### src/rtl/vga_timing_grid.sv
// Display timing generator: h/v counters, syncs, active flag, held pixel position and
// optional board-cell mapping (compile with GRID_MAP_EN to build the grid comparators).
module vga_timing_grid #(
  parameter int H_ACTIVE = 640,
  parameter int H_FP     = 16,
  parameter int H_SYNC   = 96,
  parameter int H_BP     = 48,
  parameter int V_ACTIVE = 480,
  parameter int V_FP     = 10,
  parameter int V_SYNC   = 2,
  parameter int V_BP     = 33,
  parameter bit SYNC_POL = 1'b0,
  parameter int GRID_N   = 3,
  parameter int GRID_X0  = 80,
  parameter int GRID_Y0  = 0,
  parameter int CELL_W   = 160,
  parameter int CELL_H   = 160,
  localparam int CW      = (GRID_N > 1) ? $clog2(GRID_N) : 1
) (
  input  logic          clk,
  input  logic          rst,
  input  logic          pix_en,
  output logic [9:0]    hcount,
  output logic [9:0]    vcount,
  output logic          hsync,
  output logic          vsync,
  output logic          active,
  output logic [9:0]    posx,
  output logic [9:0]    posy,
  output logic          frame_start,
  output logic [CW-1:0] cell_col,
  output logic [CW-1:0] cell_row,
  output logic          cell_valid
);

  localparam int H_TOTAL  = H_ACTIVE + H_FP + H_SYNC + H_BP;
  localparam int V_TOTAL  = V_ACTIVE + V_FP + V_SYNC + V_BP;
  localparam int HS_START = H_ACTIVE + H_FP;
  localparam int HS_END   = HS_START + H_SYNC;
  localparam int VS_START = V_ACTIVE + V_FP;
  localparam int VS_END   = VS_START + V_SYNC;

  if (H_TOTAL > 1024 || V_TOTAL > 1024) begin : g_bad_total
    $error("vga_timing_grid: H_TOTAL and V_TOTAL must not exceed 1024");
  end
  if (GRID_X0 + GRID_N * CELL_W > 1024 || GRID_Y0 + GRID_N * CELL_H > 1024) begin : g_bad_grid
    $error("vga_timing_grid: board does not fit in the 10-bit coordinate space");
  end

  logic [9:0]    hcount_q, hcount_d, vcount_q, vcount_d;
  logic [9:0]    posx_q, posx_d, posy_q, posy_d;
  logic          hsync_q, hsync_d, vsync_q, vsync_d;
  logic          active_q, active_d, frame_start_q, frame_start_d;
  logic [CW-1:0] cell_col_q, cell_col_d, cell_row_q, cell_row_d;
  logic          cell_valid_q, cell_valid_d;
  logic          h_wrap;

  // Every registered output is a function of the *next* counter value, so all of
  // them change on the same edge as hcount/vcount.
  always_comb begin
    h_wrap        = (hcount_q == 10'(H_TOTAL - 1));
    hcount_d      = h_wrap ? '0 : hcount_q + 10'd1;
    vcount_d      = vcount_q;
    if (h_wrap) begin
      vcount_d = (vcount_q == 10'(V_TOTAL - 1)) ? '0 : vcount_q + 10'd1;
    end
    hsync_d       = (32'(hcount_d) >= HS_START && 32'(hcount_d) < HS_END) ? SYNC_POL : ~SYNC_POL;
    vsync_d       = (32'(vcount_d) >= VS_START && 32'(vcount_d) < VS_END) ? SYNC_POL : ~SYNC_POL;
    active_d      = (32'(hcount_d) < H_ACTIVE) && (32'(vcount_d) < V_ACTIVE);
    posx_d        = (32'(hcount_d) < H_ACTIVE) ? hcount_d : posx_q;
    posy_d        = (32'(vcount_d) < V_ACTIVE) ? vcount_d : posy_q;
    frame_start_d = pix_en && (hcount_d == '0) && (vcount_d == '0);
  end

`ifdef GRID_MAP_EN
  logic [31:0] px, py;
  logic        col_hit, row_hit;

  // NOTE: every variable assigned in this block gets a default first, otherwise
  // the partially-assigned hit flags and indices would be inferred as latches.
  always_comb begin
    px           = 32'(posx_d);
    py           = 32'(posy_d);
    col_hit      = 1'b0;
    row_hit      = 1'b0;
    cell_col_d   = '0;
    cell_row_d   = '0;
    for (int k = 0; k < GRID_N; k++) begin
      if (px >= 32'(GRID_X0 + k * CELL_W) && px < 32'(GRID_X0 + (k + 1) * CELL_W)) begin
        col_hit    = 1'b1;
        cell_col_d = CW'(k);
      end
      if (py >= 32'(GRID_Y0 + k * CELL_H) && py < 32'(GRID_Y0 + (k + 1) * CELL_H)) begin
        row_hit    = 1'b1;
        cell_row_d = CW'(k);
      end
    end
    cell_valid_d = col_hit && row_hit;
    if (!cell_valid_d) begin
      cell_col_d = '0;
      cell_row_d = '0;
    end
  end
`else
  assign cell_col_d   = '0;
  assign cell_row_d   = '0;
  assign cell_valid_d = 1'b0;
`endif

  // NOTE: state registers use non-blocking assignments so every flop samples the
  // pre-edge values; frame_start is the only one that updates on disabled edges.
  always_ff @(posedge clk or posedge rst) begin
    if (rst) begin
      hcount_q      <= 10'(H_TOTAL - 1);
      vcount_q      <= 10'(V_TOTAL - 1);
      hsync_q       <= ~SYNC_POL;
      vsync_q       <= ~SYNC_POL;
      active_q      <= 1'b0;
      posx_q        <= '0;
      posy_q        <= '0;
      frame_start_q <= 1'b0;
      cell_col_q    <= '0;
      cell_row_q    <= '0;
      cell_valid_q  <= 1'b0;
    end else begin
      frame_start_q <= frame_start_d;
      if (pix_en) begin
        hcount_q     <= hcount_d;
        vcount_q     <= vcount_d;
        hsync_q      <= hsync_d;
        vsync_q      <= vsync_d;
        active_q     <= active_d;
        posx_q       <= posx_d;
        posy_q       <= posy_d;
        cell_col_q   <= cell_col_d;
        cell_row_q   <= cell_row_d;
        cell_valid_q <= cell_valid_d;
      end
    end
  end

  assign hcount      = hcount_q;
  assign vcount      = vcount_q;
  assign hsync       = hsync_q;
  assign vsync       = vsync_q;
  assign active      = active_q;
  assign posx        = posx_q;
  assign posy        = posy_q;
  assign frame_start = frame_start_q;
  assign cell_col    = cell_col_q;
  assign cell_row    = cell_row_q;
  assign cell_valid  = cell_valid_q;

endmodule

### config.mk
export PLATFORM = sky130hd
export DESIGN_NAME = vga_timing_grid
export DESIGN_NICKNAME = d
export VERILOG_FILES = /design/src/rtl/vga_timing_grid.sv
export SDC_FILE = /design/constraint.sdc
export NUM_CORES = 1
export LEC_CHECK = 0
export ABC_AREA = 1
export CAP_MARGIN = 10
export CORE_MARGIN = 4
export CORE_UTILIZATION = 34
export DETAILED_ROUTE_END_ITERATION = 10
export PLACE_DENSITY = 0.6
export SKIP_LAST_GASP = 1
export SYNTH_ARGS = -nofsm -noshare
export SYNTH_HDL_FRONTEND = slang
export SYNTH_SLANG_ARGS = --single-unit
### constraint.sdc
create_clock -name clk -period 3.1 [get_ports clk]
set_clock_uncertainty 0.15 [all_clocks]
set_input_delay 0.465 -clock clk [delete_from_list [all_inputs] [get_ports clk]]
set_output_delay 0.465 -clock clk [all_outputs]
set_load 0.02 [all_outputs]
=== Word-level counts from Yosys, hierarchy flattened ===
Index checks and enable logic that the tools add are counted.

* Word-level logic and storage cells: 32
* Memories kept: 0
* Input bits: 3
* Flip-flop bits (word level): 44
* ROM bits: 0
* Output and inout bits: 49
* Latch bits: 0
* RAM bits: 0

* Equality and inequality tests: 2
* Bitwise gates (word level): 0
* $lt $le $gt $ge: 6
* $add $sub $neg: 2
* Reduce and logical (&&, ||, !) cells: 9
* Div/mod/pow operators: 0
* Multipliers: 0
* Shifts and indexed selects: 0
* Mux-type cells: 5

{| class="wikitable"
|+ Operators with widths
! kind !! count
|-
| 10-bit 2-to-1 mux || 3
|-
| 10-bit by 1-bit adder with 10-bit output (second input constant) || 2
|-
| 10-bit == test (second input constant) || 2
|-
| 10-bit zero test || 2
|-
| 10-bit < comparator (second input constant) || 2
|-
| 10-bit by 9-bit < comparator with 1-bit output (second input constant) || 2
|-
| 10-bit greater-or-equal comparator (second input constant) || 1
|-
| 10-bit by 9-bit greater-or-equal comparator with 1-bit output (second input constant) || 1
|-
| 1-bit logical AND || 5
|-
| 2-bit AND reduction || 2
|-
| 1-bit 2-to-1 mux || 2
|}

=== Depth between registers and ports, before layout ===
Gate-level depths: netlist of the first run.

* Depth after elaboration: 6
* Gate-level depth with buffers: 13
* Gate-level depth less buffers: 13

=== Least setup slack after synthesis of the first run ===
No wires, ideal clock.

* Kind: register to register
* Start: reg hcount_q[0], in the netlist hcount[0]
* End: reg active_q, in the netlist active
* Cell stages (with the launch flop): 13
* Clock period less this slack: 2246 ps
* Required time: 2832 ps
* Setup time: 118 ps
* Path buffers: 2
* Setup slack: 854 ps
* Arrival time: 1978 ps
* Cells stage by stage: dfstp_2 -> ha_1 -> nand4_4 -> nor2_4 -> buf_6 -> nand3_4 -> nand2_4 -> nand2_2 -> nor2_4 -> nand2_2 -> buf_6 -> nand3b_1 -> nand2_1

* Longest elaborated chain between the ends: 4
* Elaborated cells on any way between the ends: 7
* Classes of those cells: add/sub (1); order compare (2); eq/ne (1); mux (2); reduce/logical (1)

{| class="wikitable"
|+ RTL lines
! item !! line !! text
|-
| start: declaration || 50 || <nowiki>logic [9:0] hcount_q, hcount_d, vcount_q, vcount_d;</nowiki>
|-
| start signal: assignment || 114 || <nowiki>hcount_q <= 10'(H_TOTAL - 1);</nowiki>
|-
| start signal: assignment || 128 || <nowiki>hcount_q <= hcount_d;</nowiki>
|-
| 10-bit by 1-bit adder with 10-bit output or 10-bit == test (tied branches) || 62, 61 ||
|-
| 10-bit 2-to-1 mux (on tied branches) || 62, 64 ||
|-
| 10-bit < comparator or 10-bit by 9-bit < comparator with 1-bit output (tied branches) || 69 || <nowiki>active_d = (32'(hcount_d) < H_ACTIVE) && (32'(vcount_d) < V_ACTIVE);</nowiki>
|-
| 1-bit logical AND * || 69 ||
|-
| end signal: assignment || 132 || <nowiki>active_q <= active_d;</nowiki>
|-
| end: declaration || 53 || <nowiki>logic active_q, active_d, frame_start_q, frame_start_d;</nowiki>
|}

Mark *: on every way between the ends. The rest lies on a longest branch, timed or not.
A chain may end at the register's enable or synchronous reset.

=== Worst setup path in the final report of the first run ===
* Start: reg hcount_q[0], in the netlist hcount[0]
* End: reg posy_q[1], in the netlist posy[1]

* Longest elaborated chain between the ends: 4

{| class="wikitable"
|+ RTL lines
! item !! line !! text
|-
| 10-bit == test * || 61 || <nowiki>h_wrap = (hcount_q == 10'(H_TOTAL - 1));</nowiki>
|-
| 10-bit 2-to-1 mux * || 64 || <nowiki>if (h_wrap) begin</nowiki>
|-
| 10-bit by 9-bit < comparator with 1-bit output || 71 || <nowiki>posy_d = (32'(vcount_d) < V_ACTIVE) ? vcount_d : posy_q;</nowiki>
|-
| 2-bit AND reduction (no source line) || -- ||
|-
| end signal: assignment || 134 || <nowiki>posy_q <= posy_d;</nowiki>
|-
| end: declaration || 51 || <nowiki>logic [9:0] posx_q, posx_d, posy_q, posy_d;</nowiki>
|}

Marked as above.

==> impl_metrics.ini, run 1 <==
[outcome]
status = finished clean

[placed_design]
io_buffers = 46
gp_congestion = 0.869
pre_cts_slack_ns = 0.422
placed_wire_length_estimate_after_detailed_placement_um = 5070
dpl-instance-area_sq_um = 3210

[drt]
post_drt_via_cell_ratio = 4.71
route.vias.total = 2402
postRouteWirelength_um = 6860
dr.first_iter.drc_count = 198
routed_wire_length_per_instance_um = 13.5
firstDrtPassIters = 4
drc = 0
ant_nets = 0

[clock_tree]
cts_inserted_buffers = 5
cts.hold.buffers_added = 0
clock_tree_root_driver_cell = clkbuf_8
cts_resized = 0
cts_tree = done
htree_num_levels = 2
number_of_buffers_between_clock_root_and_the_deepest_sink = 2
post_cts.repair.setup_buffers = 0
path_clk_slew_ns = 0.08
clkLatencyLatePin_ns = 0.30
cts.sink_count = 44

[synthesis]
mean_instance_size_in_the_synthesized_netlist_sq_um = 7.44
synthTopCellsByCount = nand2_1 (125), nor2_1 (37), dfrtp_1 (32), inv_1 (32), nand3_1 (26)
postSynthCellCount = 363
ys_types = 34
synth_sequential_area_ratio_pct = 41.3
seq_cells_post_synth = 44
yosysWarningCount = 0
postSynth.asyncResetShare_pct = 100
synth.area.top_cells = dfrtp_1 (30%), nand2_1 (17%), dfstp_2 (12%), nor2_1 (5.1%), nand3_1 (4.8%)
synth_largest_type_area_fraction_pct = 29.7
synth_edf_count = 0
synthDominantAreaCellType = dfrtp_1
most_instantiated_library_cell_after_synthesis = nand2_1
ys_dominant_reg_cell = dfrtp_1
post_synth_instance_area_sq_um = 2700

[final_layout]
antennaDiodeCount = 0
design_area_sq_um = 3320
num-nets-final = 414
layout-area-overhead-vs-synth_pct = 23.0
layout-drive-gt1-share_pct = 12.3

[worst_setup_path]
worst-endpoint-arrival_ns = 2.79
setup.worst_path.start = hcount[0]
cp_max_delay_cell = dfstp_2
cpLargestDelayFamily = simple AND/OR/NAND/NOR gates
reg2reg_depth = 11
endpoint_of_the_worst_register_to_register_path = posy[1]
crit_path_max_incr_delay_ns = 0.63
endpoint_kind = register
timing.critical_path.to = posy[1]
cp_num_cells = 11
critical_path_s_most_frequent_cell = nand2_1
crit_chain = ha_1 -> nand4_4 -> nor2_4 -> nand3_1 -> nand2_1 -> inv_1 -> nor2_4 -> nand2_2 -> nand2_2 -> nand2_1 -> nand2_1
r2r_slack_ns = 0.40
timing.critical_path.required_ns = 3.18
worst-setup-path-type = register to register
cp-start-kind = register
worstPathBufferInverterCount = 1
path_max_fanout = 12
critical_path.reg2reg.startpoint = hcount[0]

[timing]
report.final.setup_viol = 0
clock.fmax_mhz = 370
finalCriticalPeriod_ns = 2.70
slew-limit-headroom_pct = 63.0
final_critical_path_setup_slack_ns = 0.397
final-hold-violation-count = 0
unrepaired_setup_endpoints_after_global_routing = no
maxSlewViolCount = 0
final.period_utilization_pct = 87.2
final.setup.tns_ns = 0
worst_pin_slew_ns = 0.556

[flow_run]
drv_cap = 0

[power_and_ir_drop]
static-leakage-power_nw = 1.55
vdd.ir_drop.worst_uv = 213
power.density_nw_per_um2 = 693

[floorplanning]
initial_utilization_pct = 34.9
core_area_sq_um = 7730
floorplan.die.width_um = 97.1
die-area_sq_um = 9430
dieHeight_um = 97.1
rows = 32
io-pin-count = 52

[worst_hold_path]
type_of_the_tightest_min_delay_check = register to register

[grt]
grt_first_pass_wirelength_um = 11500
grt_use_total_pct = 14.8
grt_antenna_before_repair = 0
maximum_number_of_pins_on_one_net_before_global_route_repair = 45
first_global_vias = 2220
grt_overflow_total = 0
sequential cells by signal, summed over array words and instances (netlist names):
name,flops
active,1
frame_start,1
hcount,10
hsync,1
posx,10
posy,10
vcount,10
vsync,1
power by group:
part	switching [mW]	internal [mW]
Combinational	0.551	0.389
Clock	0.206	0.239
Sequential	0.176	0.743
stage by stage:
stage          util [%]  hold slack, ns  power, mW  cells
4_1_cts            43.0           0.338       2.33    510
3_3_place_gp       41.6           0.312       1.86    502
2_1_floorplan         -           0.366       1.46    367
6_report           43.0           0.331       2.30    510
5_1_grt            43.0           0.369       2.46    510
3_5_place_dp       41.6           0.317       1.87    502
cells in the final DEF, fill, tap and decap left out, types with 2 or more instances in the layout:
| cell | synthesis | layout |
|---|---|---|
| a21oi_1 | 3 | 3 |
| buf_4 | 5 | 3 |
| clkbuf_8 | 0 | 5 |
| clkdlybuf4s50_1 | 0 | 46 |
| clkinv_1 | 2 | 2 |
| conb_1 | 1 | 5 |
| dfrtp_1 | 32 | 32 |
| dfstp_2 | 12 | 12 |
| ha_1 | 4 | 4 |
| inv_1 | 32 | 32 |
| nand2_1 | 125 | 125 |
| nand2_2 | 7 | 7 |
| nand3_1 | 26 | 26 |
| nand3_2 | 11 | 11 |
| nand3b_1 | 3 | 3 |
| nand4_1 | 7 | 7 |
| nor2_1 | 37 | 37 |
| nor2_4 | 5 | 5 |
| nor3_1 | 2 | 2 |
| o21ai_0 | 23 | 23 |
| o21ai_1 | 4 | 4 |
| xor2_1 | 2 | 2 |
how the worst min path moves through the flow:
stage | from | end | slack (ns) | depth (start not counted)
floorplan | hsync | hsync | 0.37 | 2
global placement | posy[6] | posy[6] | 0.31 | 2
detailed placement | posy[2] | posy[2] | 0.32 | 2
CTS | posy[0] | posy[0] | 0.34 | 2
global route | vsync | vsync | 0.37 | 2
finish | posy[0] | posy[0] | 0.33 | 2
layer usage:
layer  wire (um)  GRT usage [%]
met5           0              0
met4          74           3.78
met3         274           2.23
met2        2980           22.2
met1        3540           22.3
layout make-up:
type | count | area [sq um]
sequential | 44 | 1120
fill | 771 | 4410
multi-input combinational | 272 | 1360
clock inverter | 2 | 35.0
clock buffer | 6 | 72.6
inverter | 35 | 131
tap | 102 | 128
timing repair buffer | 49 | 483
cells by family (layout without fill, tap and decap cells):
family          after synthesis  after routing  share of synthesized area (%)
simple gates                226            226                           39.8
fa+ha+maj                     4              4                           1.85
other cells                   1              5                          0.139
compound gates               35             35                           7.23
xor+xnor                      2              2                          0.649
buf+inv                      51             92                           8.99
flops                        44             44                           41.3
worst reg2reg max path, stage by stage, from the launching register on:
cell and delay [ns]:
dfstp_2 0.63, ha_1 0.30, nand4_4 0.17, nor2_4 0.33, nand3_1 0.13, nand2_1 0.14, inv_1 0.09, nor2_4 0.12
nand2_2 0.20, nand2_2 0.24, nand2_1 0.08, nand2_1 0.06
No activity file was read; power rests on OpenSTA's default activity.
==> run 2, diff against run 1 <==
--- a/config.mk
+++ b/config.mk
@@ -8,9 +8,9 @@
 export ABC_AREA = 1
 export CAP_MARGIN = 10
 export CORE_MARGIN = 4
-export CORE_UTILIZATION = 34
+export CORE_UTILIZATION = 25
 export DETAILED_ROUTE_END_ITERATION = 10
-export PLACE_DENSITY = 0.6
+export PLACE_DENSITY = 0.48
 export SKIP_LAST_GASP = 1
 export SYNTH_ARGS = -nofsm -noshare
 export SYNTH_HDL_FRONTEND = slang
==> run 2 against run 1 <==
Against the previous run: power up 2.7%; non-clock buffer count up 1; sequential share of layout area down 0.80 points; hold slack better by 0.00090 ns; count of clock-buffer cells in the layout up 1; utilization down 10 points; final area up 2.4%; setup slack worse by 0.011 ns; die area up 33%; first-iteration DRC count down 17%; sequential power about the same; largest cell class unchanged; highest routed layer unchanged.
==> impl_metrics.ini, run 2 (synthesis results as in run 1) <==
[outcome]
status = finished clean

[clock_tree]
clock_tree_root_driver_cell = clkbuf_8
htree_num_levels = 2
post_cts.repair.setup_buffers = 0
path_clk_slew_ns = 0.09
cts_inserted_buffers = 5
number_of_buffers_between_clock_root_and_the_deepest_sink = 2
cts_tree = done
cts.sink_count = 44
clkLatencyLatePin_ns = 0.30
cts.hold.buffers_added = 0
cts_resized = 0

[timing]
finalCriticalPeriod_ns = 2.71
whs_ns = 0.332
unrepaired_setup_endpoints_after_global_routing = no
final-hold-violation-count = 0
report.final.setup_viol = 0
slew-limit-headroom_pct = 46.1
maxSlewViolCount = 0
clock.fmax_mhz = 368
final.setup.tns_ns = 0
worst_pin_slew_ns = 0.803
final.period_utilization_pct = 87.6

[drt]
firstDrtPassIters = 4
postRouteWirelength_um = 7410
route.vias.total = 2436
drc = 0
post_drt_via_cell_ratio = 4.47
dr.first_iter.drc_count = 165
routed_wire_length_per_instance_um = 13.6
ant_nets = 0

[worst_setup_path]
r2r_slack_ns = 0.39
reg2reg_depth = 12
worst-setup-path-type = register to register
worst-endpoint-arrival_ns = 2.76
endpoint_of_the_worst_register_to_register_path = posy[6]
timing.critical_path.required_ns = 3.14
path_max_fanout = 15
critical_path.reg2reg.startpoint = hcount[0]
cp-start-kind = register
endpoint_kind = register

[grt]
grt_use_total_pct = 12.1
grt_overflow_total = 0
grt_antenna_before_repair = 0
maximum_number_of_pins_on_one_net_before_global_route_repair = 28
first_global_vias = 2339
grt_first_pass_wirelength_um = 12200

[placed_design]
gp_congestion = 0.810
placedCellCount = 537
io_buffers = 46
placed_wire_length_estimate_after_detailed_placement_um = 5600

[floorplanning]
rows = 37
initial_utilization_pct = 25.9
dieHeight_um = 112
die-area_sq_um = 12500
core_area_sq_um = 10400
floorplan.die.width_um = 112
io-pin-count = 52

[power_and_ir_drop]
static-leakage-power_nw = 1.56
vdd.ir_drop.worst_uv = 199
power.density_nw_per_um2 = 695
p_total_mw = 2.37

[worst_hold_path]
timing.hold.worst.start = posy[1]
min_delay_path_depth = 2
hold_path_end = posy[1]
type_of_the_tightest_min_delay_check = register to register

[final_layout]
antennaDiodeCount = 0
final_common_cell = nand2_1
layout-drive-gt1-share_pct = 12.7
layout.filler_cells = 1133
layout-area-overhead-vs-synth_pct = 26.0
num-nets-final = 415
final-instance-count-excl-fill = 545
layout.cells.most_common_list = nand2_1 (125), clkdlybuf4s50_1 (46), nor2_1 (37)

[flow_run]
drv_cap = 0
-- run 2: power by group --
group	internal (mW)	total (mW)	switching (mW)	leakage (nW)
Clock	0.285	0.499	0.215	0.0645
Combinational	0.391	0.949	0.558	0.959
Sequential	0.743	0.917	0.174	0.539
Total	1.42	2.37	0.946	1.56
-- run 2: how the worst max path moves through the flow --
stage               startpoint      end  slack [ns]
floorplan            hcount[0]   active        0.85
global placement     hcount[0]  posy[2]        0.51
detailed placement   hcount[0]  posy[7]        0.39
CTS                  hcount[0]  posy[7]        0.37
global route         hcount[0]  posy[7]        0.14
finish               hcount[0]  posy[6]        0.39
-- run 2: area by class of cell --
cell class / count / area [sq um] / area share, %
multi-input combinational: 272 / 1360 / 39.9
sequential: 44 / 1120 / 32.8
timing repair buffer: 50 / 503 / 14.8
tap: 136 / 170 / 5.00
inverter: 35 / 131 / 3.86
clock buffer: 7 / 96.3 / 2.83
clock inverter: 1 / 30.0 / 0.882
-- run 2: per-layer routing --
metal  up-vias  wire length (um)  track usage (%)
met5         -                 0                0
met4         0                70             3.57
met3         7               423             2.88
met2        55              3300             18.1
met1      1145              3610             17.2
li1       1229                 -                -
-- run 2: worst max-delay path: stages (launching register included) --
cell	delay, ns
dfstp_2	0.64
ha_1	0.30
nand3_2	0.13
nor2_4	0.14
nand2_2	0.23
nand2_1	0.13
nand2_1	0.14
nand2_2	0.13
nor2_4	0.04
nand2_2	0.24
nand2_2	0.18
nand2_1	0.10
nand2_1	0.05
-- run 2: metrics by stage --
stage,setup slack (ns),util [%],instance area (sq um)
final,0.386,32.7,3400
after global routing,0.142,32.7,3400
after CTS,0.373,32.7,3400
after detailed placement,0.388,31.5,3280
after global placement,0.506,31.5,3280
after floorplan,0.854,-,2720
